**config.mk**
```make
export PLATFORM = sky130hd
export DESIGN_NAME = reflet_pwm_fade_flat
export DESIGN_NICKNAME = d
export VERILOG_FILES = /design/src/rtl/reflet_pwm_pkg.sv /design/src/rtl/reflet_pwm_fade_if.sv /design/src/rtl/reflet_pwm_fade_prescaler.sv /design/src/rtl/reflet_pwm_fade.sv /design/src/flat_wrapper.sv
export SDC_FILE = /design/constraint.sdc
export NUM_CORES = 1
export LEC_CHECK = 0
export CORE_MARGIN = 3
export CORE_UTILIZATION = 43
export DETAILED_ROUTE_END_ITERATION = 6
export GPL_TIMING_DRIVEN = 0
export PLACE_DENSITY = 0.67
export SETUP_SLACK_MARGIN = 0.1
export SLEW_MARGIN = 0
export SYNTH_ARGS = -nofsm -noshare
export SYNTH_HDL_FRONTEND = slang
export SYNTH_HIERARCHICAL = 1
export SYNTH_SLANG_ARGS = --single-unit
export TNS_END_PERCENT = 10
```
**constraint.sdc**
```tcl
create_clock -name clk -period 6.4 [get_ports clk]
set_input_delay 0.64 -clock clk [delete_from_list [all_inputs] [get_ports clk]]
set_output_delay 0.64 -clock clk [all_outputs]
set_load 0.005 [all_outputs]
```
**src/rtl/reflet_pwm_pkg.sv**
```systemverilog
// rtl/reflet_pwm_pkg.sv - shared state encoding and default widths for the PWM fade path
package reflet_pwm_pkg;

  typedef enum logic [1:0] {
    ST_IDLE = 2'd0,
    ST_UP   = 2'd1,
    ST_DOWN = 2'd2
  } state_e;

  localparam int DEF_WIDTH      = 8;
  localparam int DEF_RATE_WIDTH = 16;

endpackage

```
**src/rtl/reflet_pwm_fade_if.sv**
```systemverilog
// rtl/reflet_pwm_fade_if.sv - register-file side load bundle and status returned by the fade block
interface reflet_pwm_fade_if
  import reflet_pwm_pkg::*;
#(
  parameter int WIDTH      = DEF_WIDTH,
  parameter int RATE_WIDTH = DEF_RATE_WIDTH
) ();

  logic                  load;
  logic [WIDTH-1:0]      target;
  logic [WIDTH-1:0]      step;
  logic [RATE_WIDTH-1:0] rate;
  logic [WIDTH-1:0]      max;
  logic [WIDTH-1:0]      duty_cycle;
  logic                  busy;
  logic                  done;

  modport master (
    output load, target, step, rate, max,
    input  duty_cycle, busy, done
  );

  modport slave (
    input  load, target, step, rate, max,
    output duty_cycle, busy, done
  );

endinterface

```
**src/rtl/reflet_pwm_fade_prescaler.sv**
```systemverilog
// rtl/reflet_pwm_fade_prescaler.sv - update-rate counter, one-cycle tick when the count reaches rate
module reflet_pwm_fade_prescaler
  import reflet_pwm_pkg::*;
#(
  parameter int RATE_WIDTH = DEF_RATE_WIDTH
) (
  input  logic                  clk,
  input  logic                  reset,
  input  logic                  clr,
  input  logic                  en,
  input  logic [RATE_WIDTH-1:0] rate,
  output logic                  tick
);

  logic [RATE_WIDTH-1:0] cnt_q, cnt_d;

  assign tick = en && (cnt_q == rate);

  always_comb begin
    cnt_d = cnt_q;
    if (clr || !en) begin
      cnt_d = '0;
    end else if (tick) begin
      cnt_d = '0;
    end else begin
      cnt_d = cnt_q + RATE_WIDTH'(1);
    end
  end

  always_ff @(posedge clk or negedge reset) begin
    if (!reset) begin
      cnt_q <= '0;
    end else begin
      cnt_q <= cnt_d;
    end
  end

endmodule

```
**src/rtl/reflet_pwm_fade.sv**
```systemverilog
// rtl/reflet_pwm_fade.sv - duty ramp toward a clamped target; REFLET_PWM_FADE_LOG_EN enables duty-scaled steps
module reflet_pwm_fade
  import reflet_pwm_pkg::*;
#(
  parameter int WIDTH      = DEF_WIDTH,
  parameter int RATE_WIDTH = DEF_RATE_WIDTH
) (
  input  logic              clk,
  input  logic              reset,
  reflet_pwm_fade_if.slave  bus
);

  state_e                state_q, state_d;
  logic [WIDTH-1:0]      duty_q, duty_d;
  logic [WIDTH-1:0]      tgt_q, tgt_d;
  logic [WIDTH-1:0]      step_q, step_d;
  logic [RATE_WIDTH-1:0] rate_q, rate_d;
  logic                  done_q, done_d;
  logic                  tick, ramping;
  logic [WIDTH-1:0]      tgt_clamp, eff_step, next_up, next_dn;
  logic [WIDTH:0]        dist_up, dist_dn;

  assign ramping   = (state_q != ST_IDLE);
  assign tgt_clamp = (bus.target > bus.max) ? bus.max : bus.target;
  assign dist_up   = {1'b0, tgt_q} - {1'b0, duty_q};
  assign dist_dn   = {1'b0, duty_q} - {1'b0, tgt_q};

`ifdef REFLET_PWM_FADE_LOG_EN
  assign eff_step = (step_q > (duty_q >> 3)) ? step_q : (duty_q >> 3);
`else
  assign eff_step = step_q;
`endif

  // A zero step lands on the target at the first update rather than stalling.
  assign next_up = ((eff_step == '0) || (dist_up <= {1'b0, eff_step})) ? tgt_q : duty_q + eff_step;
  assign next_dn = ((eff_step == '0) || (dist_dn <= {1'b0, eff_step})) ? tgt_q : duty_q - eff_step;

  reflet_pwm_fade_prescaler #(
    .RATE_WIDTH(RATE_WIDTH)
  ) u_prescaler (
    .clk  (clk),
    .reset(reset),
    .clr  (bus.load),
    .en   (ramping),
    .rate (rate_q),
    .tick (tick)
  );

  always_comb begin
    state_d = state_q;
    duty_d  = duty_q;
    tgt_d   = tgt_q;
    step_d  = step_q;
    rate_d  = rate_q;
    done_d  = 1'b0;
    if (bus.load) begin
      tgt_d  = tgt_clamp;
      step_d = bus.step;
      rate_d = bus.rate;
      if (tgt_clamp > duty_q) begin
        state_d = ST_UP;
      end else if (tgt_clamp < duty_q) begin
        state_d = ST_DOWN;
      end else begin
        state_d = ST_IDLE;
        done_d  = 1'b1;
      end
    end else if (tick) begin
      duty_d = (state_q == ST_UP) ? next_up : next_dn;
      if (duty_d == tgt_q) begin
        state_d = ST_IDLE;
        done_d  = 1'b1;
      end
    end
  end

  always_ff @(posedge clk or negedge reset) begin
    if (!reset) begin
      state_q <= ST_IDLE;
      duty_q  <= '0;
      tgt_q   <= '0;
      step_q  <= '0;
      rate_q  <= '0;
      done_q  <= 1'b0;
    end else begin
      state_q <= state_d;
      duty_q  <= duty_d;
      tgt_q   <= tgt_d;
      step_q  <= step_d;
      rate_q  <= rate_d;
      done_q  <= done_d;
    end
  end

  assign bus.duty_cycle = duty_q;
  assign bus.busy       = ramping;
  assign bus.done       = done_q;

endmodule

```
**src/flat_wrapper.sv**
```systemverilog
// flat-port wrapper written by rule: the top's interface ports become plain ports
module reflet_pwm_fade_flat import reflet_pwm_pkg::*;
#(
  parameter int WIDTH      = DEF_WIDTH,
  parameter int RATE_WIDTH = DEF_RATE_WIDTH
)
  (clk, reset, bus_load, bus_target, bus_step, bus_rate, bus_max, bus_duty_cycle, bus_busy, bus_done);
  reflet_pwm_fade_if #(.WIDTH(WIDTH), .RATE_WIDTH(RATE_WIDTH)) bus_i ();
  input  logic clk;
  input  logic reset;
  input wire logic [$bits(bus_i.load)-1:0] bus_load;
  input wire logic [$bits(bus_i.target)-1:0] bus_target;
  input wire logic [$bits(bus_i.step)-1:0] bus_step;
  input wire logic [$bits(bus_i.rate)-1:0] bus_rate;
  input wire logic [$bits(bus_i.max)-1:0] bus_max;
  output wire logic [$bits(bus_i.duty_cycle)-1:0] bus_duty_cycle;
  output wire logic [$bits(bus_i.busy)-1:0] bus_busy;
  output wire logic [$bits(bus_i.done)-1:0] bus_done;
  assign bus_i.load = bus_load;
  assign bus_i.target = bus_target;
  assign bus_i.step = bus_step;
  assign bus_i.rate = bus_rate;
  assign bus_i.max = bus_max;
  assign bus_duty_cycle = bus_i.duty_cycle;
  assign bus_busy = bus_i.busy;
  assign bus_done = bus_i.done;
  reflet_pwm_fade #(.WIDTH(WIDTH), .RATE_WIDTH(RATE_WIDTH)) u_core (.clk(clk), .reset(reset), .bus(bus_i));
endmodule
```
# Word-level counts from Yosys, hierarchy flattened
# Index checks and enable logic that the tools add are counted.
# totals
ff_bits,59
output_inout_bits,10
elab_cells,48
# op_classes
addsub,5
n_lt_le_gt_ge,5
eq_ne,3
n_mux,16
n_bitwise,1
n_reduce_logical,11
# op_table
operator,count
16-bit two-way mux,2
8-bit two-way mux,4
9-bit by 8-bit <= comparator with 1-bit output,2
8-bit by 8-bit subtractor with 9-bit output,2
"16-bit by 1-bit adder with 16-bit output, second input constant",1
16-bit == test,1
8-bit greater-than comparator,2
2-bit two-way mux,5
8-bit adder,1
8-bit == test,1
8-bit zero test,1
8-bit less-than comparator,1
8-bit subtractor,1
2-bit nonzero test,3
1-bit two-way mux,5
2-bit AND reduction,2
1-bit logical OR,3
"2-bit by 1-bit == test with 1-bit output, second input constant",1
1-bit logical AND,1
1-bit zero test,1
1-bit NOT,1

# Longest topological paths before layout
# Gate-level depths: netlist (run 1).
# depth
ltp_word,9
depth_mapped,19
ltp_nobuf,18

# Cells and area by module
# The synthesis (run 1) kept the hierarchy.
# modules_own_cells
mod,n_inst,cells_each,area_each_um2
reflet_pwm_fade,1,465,4139.0
reflet_pwm_fade_prescaler,1,100,1048.5

# Worst setup path before layout (run 1)
# Ideal clock, no wire load.
# synth_path
path_kind,reg-to-reg
from,register u_core.duty_q[0] (netlist: u_core/bus.duty_cycle[0])
to,register u_core.state_q[0]
setup_ns,0.137
arrival_time_ns,3.746
required_time_ns,6.263
setup_slack_ns,2.517
path_stages_with_launch,20
n_path_buf,1
path_cell_list,dfrtp_1 -> inv_1 -> ha_1 -> inv_1 -> fa_1 -> a21o_1 -> a21oi_1 -> o21bai_1 -> a21oi_1 -> xnor2_1 -> ha_1 -> nand2_1 -> or3_1 -> o211ai_1 -> a21o_1 -> buf_4 -> a21oi_1 -> or3_1 -> a2111oi_2 -> o32ai_1
# synth_between
elab_chain_cells,8
# synth_lines
item,line,text
from (decl),reflet_pwm_fade.sv:14,"logic [WIDTH-1:0] duty_q, duty_d;"
from (signal assigned),reflet_pwm_fade.sv:87,duty_q <= duty_d;
8-bit by 8-bit subtractor with 9-bit output (on tied branches),"reflet_pwm_fade.sv:26, reflet_pwm_fade.sv:25",
9-bit by 8-bit <= comparator with 1-bit output (on tied branches),"reflet_pwm_fade.sv:36, reflet_pwm_fade.sv:35",
1-bit logical OR (on tied branches),"reflet_pwm_fade.sv:36, reflet_pwm_fade.sv:35",
8-bit two-way mux (on tied branches),"reflet_pwm_fade.sv:36, reflet_pwm_fade.sv:35",
8-bit two-way mux,reflet_pwm_fade.sv:69,duty_d = (state_q == ST_UP) ? next_up : next_dn;
8-bit == test,reflet_pwm_fade.sv:70,if (duty_d == tgt_q) begin
2-bit nonzero test (no source line),-,
2-bit AND reduction (no source line),-,
to (signal assigned),reflet_pwm_fade.sv:86,state_q <= state_d;
to (decl),reflet_pwm_fade.sv:13,"state_e state_q, state_d;"
# Parallel ways exist; a longest one is shown, timed or not.
# A chain may end at the register's enable or synchronous reset.

# Worst setup path after layout (run 1)
# Same ends and word-level chain as after synthesis.

==> flow_metrics.env, run 1 <==
export IMPL_min_period_over_period_pct=72.3
export IMPL_critical_path_class="reg -> reg"
export IMPL_fmax_mhz=216
export IMPL_drt_iter0_markers=256
export IMPL_grt_max_degree=60
export IMPL_yosysWarnings=6
export IMPL_grt_pass1_vias=4449
export IMPL_highest_layer="met4"
export IMPL_setup_viol=0
export IMPL_utilization_pct=53.3
export IMPL_drtAntennaViolNets=0
export IMPL_status="complete, no violations"
export IMPL_clockBufferDepth=2
export IMPL_synth_top_area_share_pct=28.5
export IMPL_synth_fa_ha_area_share_pct=16.5
export IMPL_numClockSinks=59
export IMPL_synth_area_mm2=0.00519
export IMPL_vias_per_cell=5.61
export IMPL_initial_utilization_pct=44.7
export IMPL_clkLatencyLatePin_ns=0.33
export IMPL_area_growth_pct=19.2
export IMPL_grt_pass1_wl_mm=22.2
export IMPL_mostFrequentLayoutCell="ha_1"
export IMPL_synth_seq_area_share_pct=28.5
export IMPL_vias=4353
export IMPL_die_area_mm2=0.0134
export IMPL_synth_edf_count=0
export IMPL_routed_wl_met2_mm=6.10
export IMPL_crit_path_end_kind="register"
export IMPL_grt_overflow=0
export IMPL_tritoncts="done"
export IMPL_grt_total_usage_pct=21.3
export IMPL_p_leak_nw=2.72
export IMPL_dp_hpwl_mm=10.7
export IMPL_p_per_area_mw_per_mm2=226
export IMPL_drt_first_pass_iters=6
export IMPL_yosys_area_top_type="dfrtp_1"
export IMPL_die_h_um=116
export IMPL_fill_cells=1075
export IMPL_slew_limit_headroom_pct=47.6
export IMPL_syn_avg_cell_area_um2=9.18
export IMPL_synth_seq_cells=59
export IMPL_cp_arrival_ns=4.82
export IMPL_slew_viol_final=0
export IMPL_synth_compound_area_share_pct=15.5
export IMPL_cts_buffers=9
export IMPL_antenna_found_initial=0
export IMPL_synthMuxAreaShare_pct=7.14
export IMPL_portBuffers=52
export IMPL_post_cts_setup_buffers=0
export IMPL_routabilityCongestion=0.966
export IMPL_layout_nets=737
export IMPL_met1_length_mm=6.48
export IMPL_required_ns=6.59
export IMPL_ys_async_sr_fraction_pct=100
export IMPL_worst_pin_slew_ns=0.787
export IMPL_drive_gt1_share_pct=12.8
export IMPL_wire_per_inst_um=17.4
export IMPL_yosysUniqueCellTypes=66
export IMPL_dr_wl_met3_um=634
export IMPL_diodes=0
export IMPL_ctsResizeCount=0
export IMPL_drc=0
export IMPL_design_core_area_mm2=0.0116
export IMPL_finClkSkew_ns=0.00554
export IMPL_finalSetupTns_ns=0
export IMPL_fp_row_count=39
export IMPL_clk_pin_slew_ns=0.06
export IMPL_hold_viol_final=0
export IMPL_postCtsHoldBufs=0
export IMPL_synthXorXnorAreaFrac_pct=10.3
export IMPL_synth_fp_nets=674
export IMPL_layout_common_cells="ha_1 (62), dfrtp_1 (59), clkdlybuf4s50_1 (51), inv_1 (48), xnor2_1 (42)"
export IMPL_ys_flop_type="dfrtp_1"
export IMPL_htree_levels=3
export IMPL_irDropWorstVdd_uv=159
export IMPL_cts_root_buf="clkbuf_16"
export IMPL_critPathMaxFanout=9
export IMPL_io_pin_count=53
export IMPL_maxCapViolations=0
export IMPL_routed_wl_mm=13.5
export IMPL_hold_class="in -> async"
export IMPL_postSynthCellCount=565
export IMPL_synth_simple_area_share_pct=16.1
export IMPL_startpoint_type="register"
export IMPL_ys_top_cells_by_area="dfrtp_1 (28%), ha_1 (15%), xnor2_1 (7.1%)"
export IMPL_die_w_um=116
export IMPL_synth_top_family_by_area="adder cells"
export IMPL_rsz0062_at_grt="false"
export IMPL_period_needed_ns=4.63
==> sequential cells by signal, summed over array words and instances (netlist names) <==
name                      flops
u_core/tgt_q                  8
u_core/bus.duty_cycle         8
u_core/state_q                2
u_core/eff_step               8
u_core/u_prescaler/cnt_q     16
u_core/bus.done               1
u_core/rate_q                16
==> critical path, stage by stage, from the launching register on <==
cell	delay (ns)
dfrtp_1	0.47
inv_1	0.12
ha_1	0.18
inv_1	0.07
fa_1	0.40
a21o_1	0.18
a21oi_1	0.32
o21bai_1	0.10
a21oi_1	0.20
xnor2_1	0.15
ha_1	0.27
a22oi_1	0.16
o211ai_1	0.11
o211ai_1	0.25
a21o_1	0.15
buf_4	0.17
a21oi_1	0.10
or3_1	0.36
a2111oi_2	0.57
o32ai_1	0.14
==> per-stage QoR <==
step | instances | total power [mW] | setup slack [ns] | hold WS, ns | cell area (µm²)
floorplan | 565 | 0.767 | 2.52 | 0.344 | 5190
finish | 776 | 1.40 | 1.77 | 0.388 | 6190
detailed placement | 760 | 0.912 | 1.81 | 0.518 | 5880
CTS | 776 | 1.41 | 1.80 | 0.424 | 6190
global route | 776 | 1.48 | 1.51 | 0.455 | 6190
global placement | 760 | 0.895 | 1.85 | 0.517 | 5890
==> final cells by class <==
| class | count | area (µm²) | share of cell area (%) |
|---|---|---|---|
| clock buffer | 9 | 225 | 3.64 |
| inverter | 49 | 184 | 2.97 |
| tap | 143 | 179 | 2.89 |
| clock inverter | 7 | 76.3 | 1.23 |
| multi-input combinational | 435 | 3390 | 54.9 |
| timing repair buffer | 52 | 518 | 8.37 |
| buffer | 22 | 133 | 2.14 |
| sequential | 59 | 1480 | 23.9 |
==> cell usage after synthesis (8+ instances only) <==
| cell | n |
|---|---|
| nand2_1 | 41 |
| mux2_2 | 32 |
| nor2_1 | 28 |
| ha_1 | 62 |
| dfrtp_1 | 59 |
| nor3_1 | 18 |
| o21ai_0 | 20 |
| xnor2_1 | 42 |
| xor2_1 | 17 |
| nand3_1 | 10 |
| nand4_1 | 10 |
| a21oi_1 | 31 |
| nor3_2 | 9 |
| nor2b_1 | 8 |
| inv_1 | 48 |
| a21o_1 | 9 |
==> where the power goes <==
part           switching [mW]  leakage, nW  internal (mW)
Sequential             0.0376        0.748          0.401
Combinational           0.260         1.83          0.213
Clock                   0.186        0.142          0.303
Total                   0.484         2.72          0.916
==> worst paths after layout <==
check	to	start	slack, ns	depth (start not counted)
worst max-delay path	u_core/state_q[0]	u_core/bus.duty_cycle[0]	1.77	19
worst min-delay path	u_core/u_prescaler/cnt_q[8]	reset	0.39	1
worst max register to register	u_core/state_q[0]	u_core/bus.duty_cycle[0]	1.77	19
worst min register to register	u_core/rate_q[14]	u_core/rate_q[14]	0.53	1
max in group asynchronous	u_core/bus.duty_cycle[1]	reset	5.51	1
min in group clk	u_core/rate_q[14]	u_core/rate_q[14]	0.53	1
==> routing by layer <==
metal | track usage (%) | vias up
met2 | 33.9 | 128
li1 | - | 2125
met1 | 29.7 | 2074
met5 | 0 | -
met4 | 7.89 | 0
met3 | 2.82 | 26
==> logic make-up after synthesis <==
| group | count (synthesis) |
|---|---|
| xor gates and xnor gates | 60 |
| buffers and inverters | 71 |
| adders and majority gates | 66 |
| and+or+nand+nor | 157 |
| muxes | 33 |
| DFF | 59 |
| AOI/OAI and AO/OA | 119 |
No activity file was read; power rests on OpenSTA's default activity.
==> inputs of run 2 (changes only) <==
- PLACE_DENSITY: 0.67 -> 0.7
- clock period: 6.4 -> 4.2 ns (I/O delays scaled with it)
==> run 2 against run 1 <==
  * First-iteration DRC count rose by 13%
  * Register-to-register slack got worse by 1.7 ns
  * Worst setup slack got worse by 1.7 ns
  * Largest power group is now combinational logic
==> flow_metrics.env, run 2 (synthesis gave the netlist of run 1 again) <==
export IMPL_area_growth_pct=23.0
export IMPL_finClkSkew_ns=0.00861
export IMPL_rr_startpoint="u_core/bus.duty_cycle[0]"
export IMPL_critical_path_class="reg -> reg"
export IMPL_startpoint_type="register"
export IMPL_layout_common_cells="ha_1 (61), dfrtp_1 (54), clkdlybuf4s50_1 (51), inv_1 (46), xnor2_1 (42)"
export IMPL_grt_pass1_wl_mm=21.9
export IMPL_p_per_area_mw_per_mm2=336
export IMPL_setup_viol=0
export IMPL_fin_cells=788
export IMPL_vias_per_cell=5.68
export IMPL_worstReg2RegEnd="u_core/state_q[0]"
export IMPL_min_period_over_period_pct=98.2
export IMPL_die_w_um=116
export IMPL_clk_pin_slew_ns=0.06
export IMPL_vias=4475
export IMPL_critPathMaxFanout=7
export IMPL_fp_row_count=39
export IMPL_p_sw_uw=762
export IMPL_setup_slack_ns=0.0762
export IMPL_fin_hold_ws_ns=0.0944
export IMPL_p_leak_nw=2.78
export IMPL_tritoncts="done"
export IMPL_grt_total_usage_pct=20.9
export IMPL_crit_path_end_kind="register"
export IMPL_worst_pin_slew_ns=0.724
export IMPL_hold_viol_final=0
export IMPL_routabilityCongestion=0.937
export IMPL_reg2reg_slack_ns=0.08
export IMPL_p_comb_share_pct=37.0
export IMPL_drc=0
export IMPL_placed_area_mm2=0.00590
export IMPL_p_sw_share_pct=35.6
export IMPL_postCtsHoldBufs=0
export IMPL_clkLatencyLatePin_ns=0.34
export IMPL_dpl_cell_count=761
export IMPL_slew_limit_headroom_pct=51.7
export IMPL_hold_class="in -> async"
export IMPL_layout_nets=749
export IMPL_fmax_mhz=242
export IMPL_design_area_mm2=0.00638
export IMPL_intPower_mw=1.38
export IMPL_initial_utilization_pct=44.7
export IMPL_wire_per_inst_um=17.5
export IMPL_diodes=0
export IMPL_grt_max_degree=37
export IMPL_drt_iter0_markers=289
export IMPL_die_area_mm2=0.0134
export IMPL_io_pin_count=53
export IMPL_cp_arrival_ns=4.31
export IMPL_required_ns=4.39
export IMPL_cts_buffers=9
export IMPL_numClockSinks=59
export IMPL_p_clk_share_pct=31.8
export IMPL_period_needed_ns=4.12
export IMPL_irDropWorstVdd_uv=189
export IMPL_rsz0062_at_grt="true"
export IMPL_drive_gt1_share_pct=18.1
export IMPL_clockBufferDepth=2
export IMPL_dp_hpwl_mm=10.7
export IMPL_maxCapViolations=0
export IMPL_routed_wl_mm=13.8
export IMPL_portBuffers=52
export IMPL_status="complete, no violations"
export IMPL_fill_cells=1069
export IMPL_ff2ff_path_depth=17
export IMPL_p_seq_share_pct=31.2
export IMPL_slew_viol_final=0
export IMPL_htree_levels=3
export IMPL_drt_first_pass_iters=5
export IMPL_dp_slack_ns=-0.297
export IMPL_top_regs="u_core/rate_q x16, u_core/u_prescaler/cnt_q x16"
export IMPL_design_core_area_mm2=0.0116
export IMPL_grt_overflow=0
export IMPL_grt_pass1_vias=4336
export IMPL_cts_root_buf="clkbuf_16"
export IMPL_mostFrequentLayoutCell="ha_1"
export IMPL_die_h_um=116
export IMPL_drtAntennaViolNets=0
export IMPL_antenna_found_initial=0
-- run 2: how the worst max path moves through the flow --
stage,from,end,cells past startpoint
CTS,u_core/bus.duty_cycle[0],u_core/state_q[0],19
global placement,u_core/bus.duty_cycle[0],u_core/state_q[0],19
global route,u_core/bus.duty_cycle[0],u_core/state_q[0],19
detailed placement,u_core/bus.duty_cycle[0],u_core/state_q[0],19
floorplan,u_core/bus.duty_cycle[0],u_core/state_q[0],19
finish,u_core/bus.duty_cycle[0],u_core/state_q[0],17
-- run 2: timing repair --
item	CTS	global route
setup buffers	4	7
endpoints found under the setup margin	7	11
resized for setup	8	23
pin swaps	3	19
-- run 2: metrics by stage --
step | setup TNS [ns] | power [mW] | utilization (%)
floorplan | 0 | 1.17 | -
global placement | -0.617 | 1.35 | 50.7
detailed placement | -0.815 | 1.38 | 50.8
CTS | 0 | 2.10 | 53.8
global route | -0.233 | 2.27 | 54.9
finish | 0 | 2.14 | 54.9
-- run 2: metal layers --
layer / track usage (%) / wire, µm / part of all wire, % / up-vias
li1: - / - / - / 2150
met1: 28.7 / 6320 / 46 / 2167
met2: 33.8 / 6490 / 47 / 136
met3: 3.19 / 727 / 5.3 / 22
met4: 7.04 / 274 / 2.0 / 0
met5: 0 / 0 / 0 / -
-- run 2: cell type report --
cell class | instances | area, µm² | share of cell area [%]
multi-input cells | 435 | 3500 | 54.8
flip-flops and latches | 59 | 1480 | 23.2
repair buffers | 64 | 618 | 9.69
clock buffers | 9 | 225 | 3.53
inverters | 49 | 186 | 2.92
well taps | 143 | 179 | 2.80
plain buffers | 22 | 138 | 2.16
clock inverters | 7 | 52.6 | 0.824
-- run 2: power groups by stage --
| stage | Sequential [mW] | Clock [mW] | Combinational (mW) |
|---|---|---|---|
| 2_1_floorplan | 0.654 | 0 | 0.515 |
| 3_3_place_gp | 0.673 | 0 | 0.680 |
| 3_5_place_dp | 0.674 | 0 | 0.708 |
| 4_1_cts | 0.664 | 0.697 | 0.736 |
| 5_1_grt | 0.674 | 0.726 | 0.872 |
| 6_report | 0.668 | 0.680 | 0.793 |
-- run 2: critical path, cell delays in order (launching register included) --
cell,delay (ns)
dfrtp_2,0.43
buf_4,0.15
ha_1,0.22
fa_1,0.42
nand2b_4,0.18
a21oi_4,0.18
a21o_1,0.13
a21oi_1,0.08
xnor2_1,0.14
ha_1,0.30
a21o_1,0.21
a211oi_2,0.26
a211oi_2,0.10
o21a_2,0.29
a31oi_1,0.20
o21ai_2,0.13
a2111oi_4,0.42
o32ai_2,0.14
==> inputs of run 3 (changes only) <==
- ABC_CLOCK_PERIOD_IN_PS: not set -> 4200
- CAP_MARGIN: not set -> 20
- HOLD_SLACK_MARGIN: not set -> 0.12
==> run 3 against run 2 <==
  * Clock skew is essentially flat
  * Largest cell class unchanged
  * Highest routed layer unchanged
  * Worst hold slack improved by 0.44 ns
  * Largest power group unchanged
  * Fmax barely moved
  * Critical endpoint unchanged
==> flow_metrics.env, run 3 (synthesis gave the netlist of run 1 again) <==
export IMPL_status="complete, no violations"
export IMPL_drt_iter0_markers=255
export IMPL_finalSetupTns_ns=0
export IMPL_clockBufferDepth=2
export IMPL_clkLatencyLatePin_ns=0.33
export IMPL_fmax_mhz=243
export IMPL_p_leak_nw=2.79
export IMPL_critPathMaxFanout=7
export IMPL_design_core_area_mm2=0.0116
export IMPL_die_area_mm2=0.0134
export IMPL_fill_cells=1068
export IMPL_utilization_pct=55.0
export IMPL_cts_buffers=9
export IMPL_hold_viol_final=0
export IMPL_maxCapViolations=0
export IMPL_grt_pass1_wl_mm=21.9
export IMPL_grt_total_usage_pct=20.9
export IMPL_dpl_cell_count=761
export IMPL_cp_arrival_ns=4.31
export IMPL_required_ns=4.38
export IMPL_wire_per_inst_um=17.6
export IMPL_slew_viol_final=0
export IMPL_antenna_found_initial=0
export IMPL_dp_slack_ns=-0.297
export IMPL_worst_pin_slew_ns=0.733
export IMPL_period_needed_ns=4.12
export IMPL_critical_path_class="reg -> reg"
export IMPL_layout_nets=750
export IMPL_rsz0062_at_grt="true"
export IMPL_layout_common_cells="ha_1 (61), dfrtp_1 (54), clkdlybuf4s50_1 (51), inv_1 (46), xnor2_1 (42)"
export IMPL_area_growth_pct=23.2
export IMPL_clk_pin_slew_ns=0.06
export IMPL_die_h_um=116
export IMPL_vias=4484
export IMPL_initial_utilization_pct=44.7
export IMPL_setup_viol=0
export IMPL_drive_gt1_share_pct=18.1
export IMPL_p_per_area_mw_per_mm2=335
export IMPL_startpoint_type="register"
export IMPL_grt_max_degree=37
export IMPL_drc=0
export IMPL_htree_levels=3
export IMPL_portBuffers=52
export IMPL_vias_per_cell=5.68
export IMPL_fin_hold_ws_ns=0.530
export IMPL_fp_row_count=39
export IMPL_hold_class="reg -> reg"
export IMPL_drtAntennaViolNets=0
export IMPL_tritoncts="done"
export IMPL_fin_cells=789
export IMPL_cts_root_buf="clkbuf_16"
export IMPL_routabilityCongestion=0.937
export IMPL_numClockSinks=59
export IMPL_mostFrequentLayoutCell="ha_1"
export IMPL_dp_hpwl_mm=10.7
export IMPL_crit_path_end_kind="register"
export IMPL_io_pin_count=53
export IMPL_top_regs="u_core/rate_q x16, u_core/u_prescaler/cnt_q x16"
export IMPL_diodes=0
export IMPL_irDropWorstVdd_uv=188
export IMPL_grt_pass1_vias=4336
export IMPL_slew_limit_headroom_pct=51.1
export IMPL_die_w_um=116
export IMPL_drt_first_pass_iters=5
export IMPL_routed_wl_mm=13.9
export IMPL_finClkSkew_ns=0.00854
export IMPL_min_period_over_period_pct=98.1
export IMPL_grt_overflow=0
export IMPL_setup_slack_ns=0.0785
[run 3: cell types whose count changed in the layout (fill, tap and decap cells not counted)]
cell	previous run	this run
dlygate4sd3_1	0	1
[run 3: power breakdown]
part	leakage, nW	internal (mW)	switching (mW)	total (mW)
registers	0.741	0.611	0.0566	0.668
clock network	0.136	0.402	0.276	0.678
logic	1.91	0.366	0.429	0.795
[run 3: final timing paths]
path	startpoint	endpoint	slack, ns	cells past startpoint
setup reg to reg	u_core/bus.duty_cycle[0]	u_core/state_q[0]	0.08	17
max in group asynchronous	reset	u_core/tgt_q[0]	2.94	3
min in group asynchronous	reset	u_core/u_prescaler/cnt_q[8]	0.63	2
hold / removal	u_core/rate_q[0]	u_core/rate_q[0]	0.53	1
hold reg to reg	u_core/rate_q[0]	u_core/rate_q[0]	0.53	1
setup / recovery	u_core/bus.duty_cycle[0]	u_core/state_q[0]	0.08	17
[run 3: final cells by class]
cell class                      count  area (µm²)  share of cell area (%)
Buffer                             22         138                    2.15
Timing Repair Buffer               65         628                    9.83
Clock inverter                      7        52.6                   0.822
Inverter                           49         186                    2.92
Multi-Input combinational cell    435        3500                    54.7
Sequential cell                    59        1480                    23.2
Tap cell                          143         179                    2.80
Clock buffer                        9         225                    3.52
[run 3: critical path, stage by stage, from the launching register on]
cell and delay [ns]:
dfrtp_2 0.42, buf_4 0.15, ha_1 0.22, fa_1 0.42
nand2b_4 0.18, a21oi_4 0.18, a21o_1 0.13, a21oi_1 0.08
xnor2_1 0.14, ha_1 0.30, a21o_1 0.21, a211oi_2 0.27
a211oi_2 0.10, o21a_2 0.29, a31oi_1 0.20, o21ai_2 0.12
a2111oi_4 0.41, o32ai_2 0.14
[run 3: metal layers]
metal	global-route usage (%)	vias up	wire, µm
met4	7.04	0	283
met5	0	-	0
met2	33.8	141	6510
met1	28.7	2166	6390
met3	3.19	24	692
li1	-	2153	-
[run 3: through the flow]
stage	total power, mW	cell area (µm²)
detailed placement	1.38	5900
CTS	2.10	6250
finish	2.14	6390
global route	2.27	6390
global placement	1.35	5890
floorplan	1.17	5190
[run 3: timing repair]
| action | in CTS | in global routing |
|---|---|---|
| resized for setup | 8 | 23 |
| hold endpoints to repair | 14 | 0 |
| endpoints found under the setup margin | 7 | 11 |
| hold buffers | 1 | 0 |
| buffers inserted | 4 | 7 |
| pin swaps | 3 | 19 |
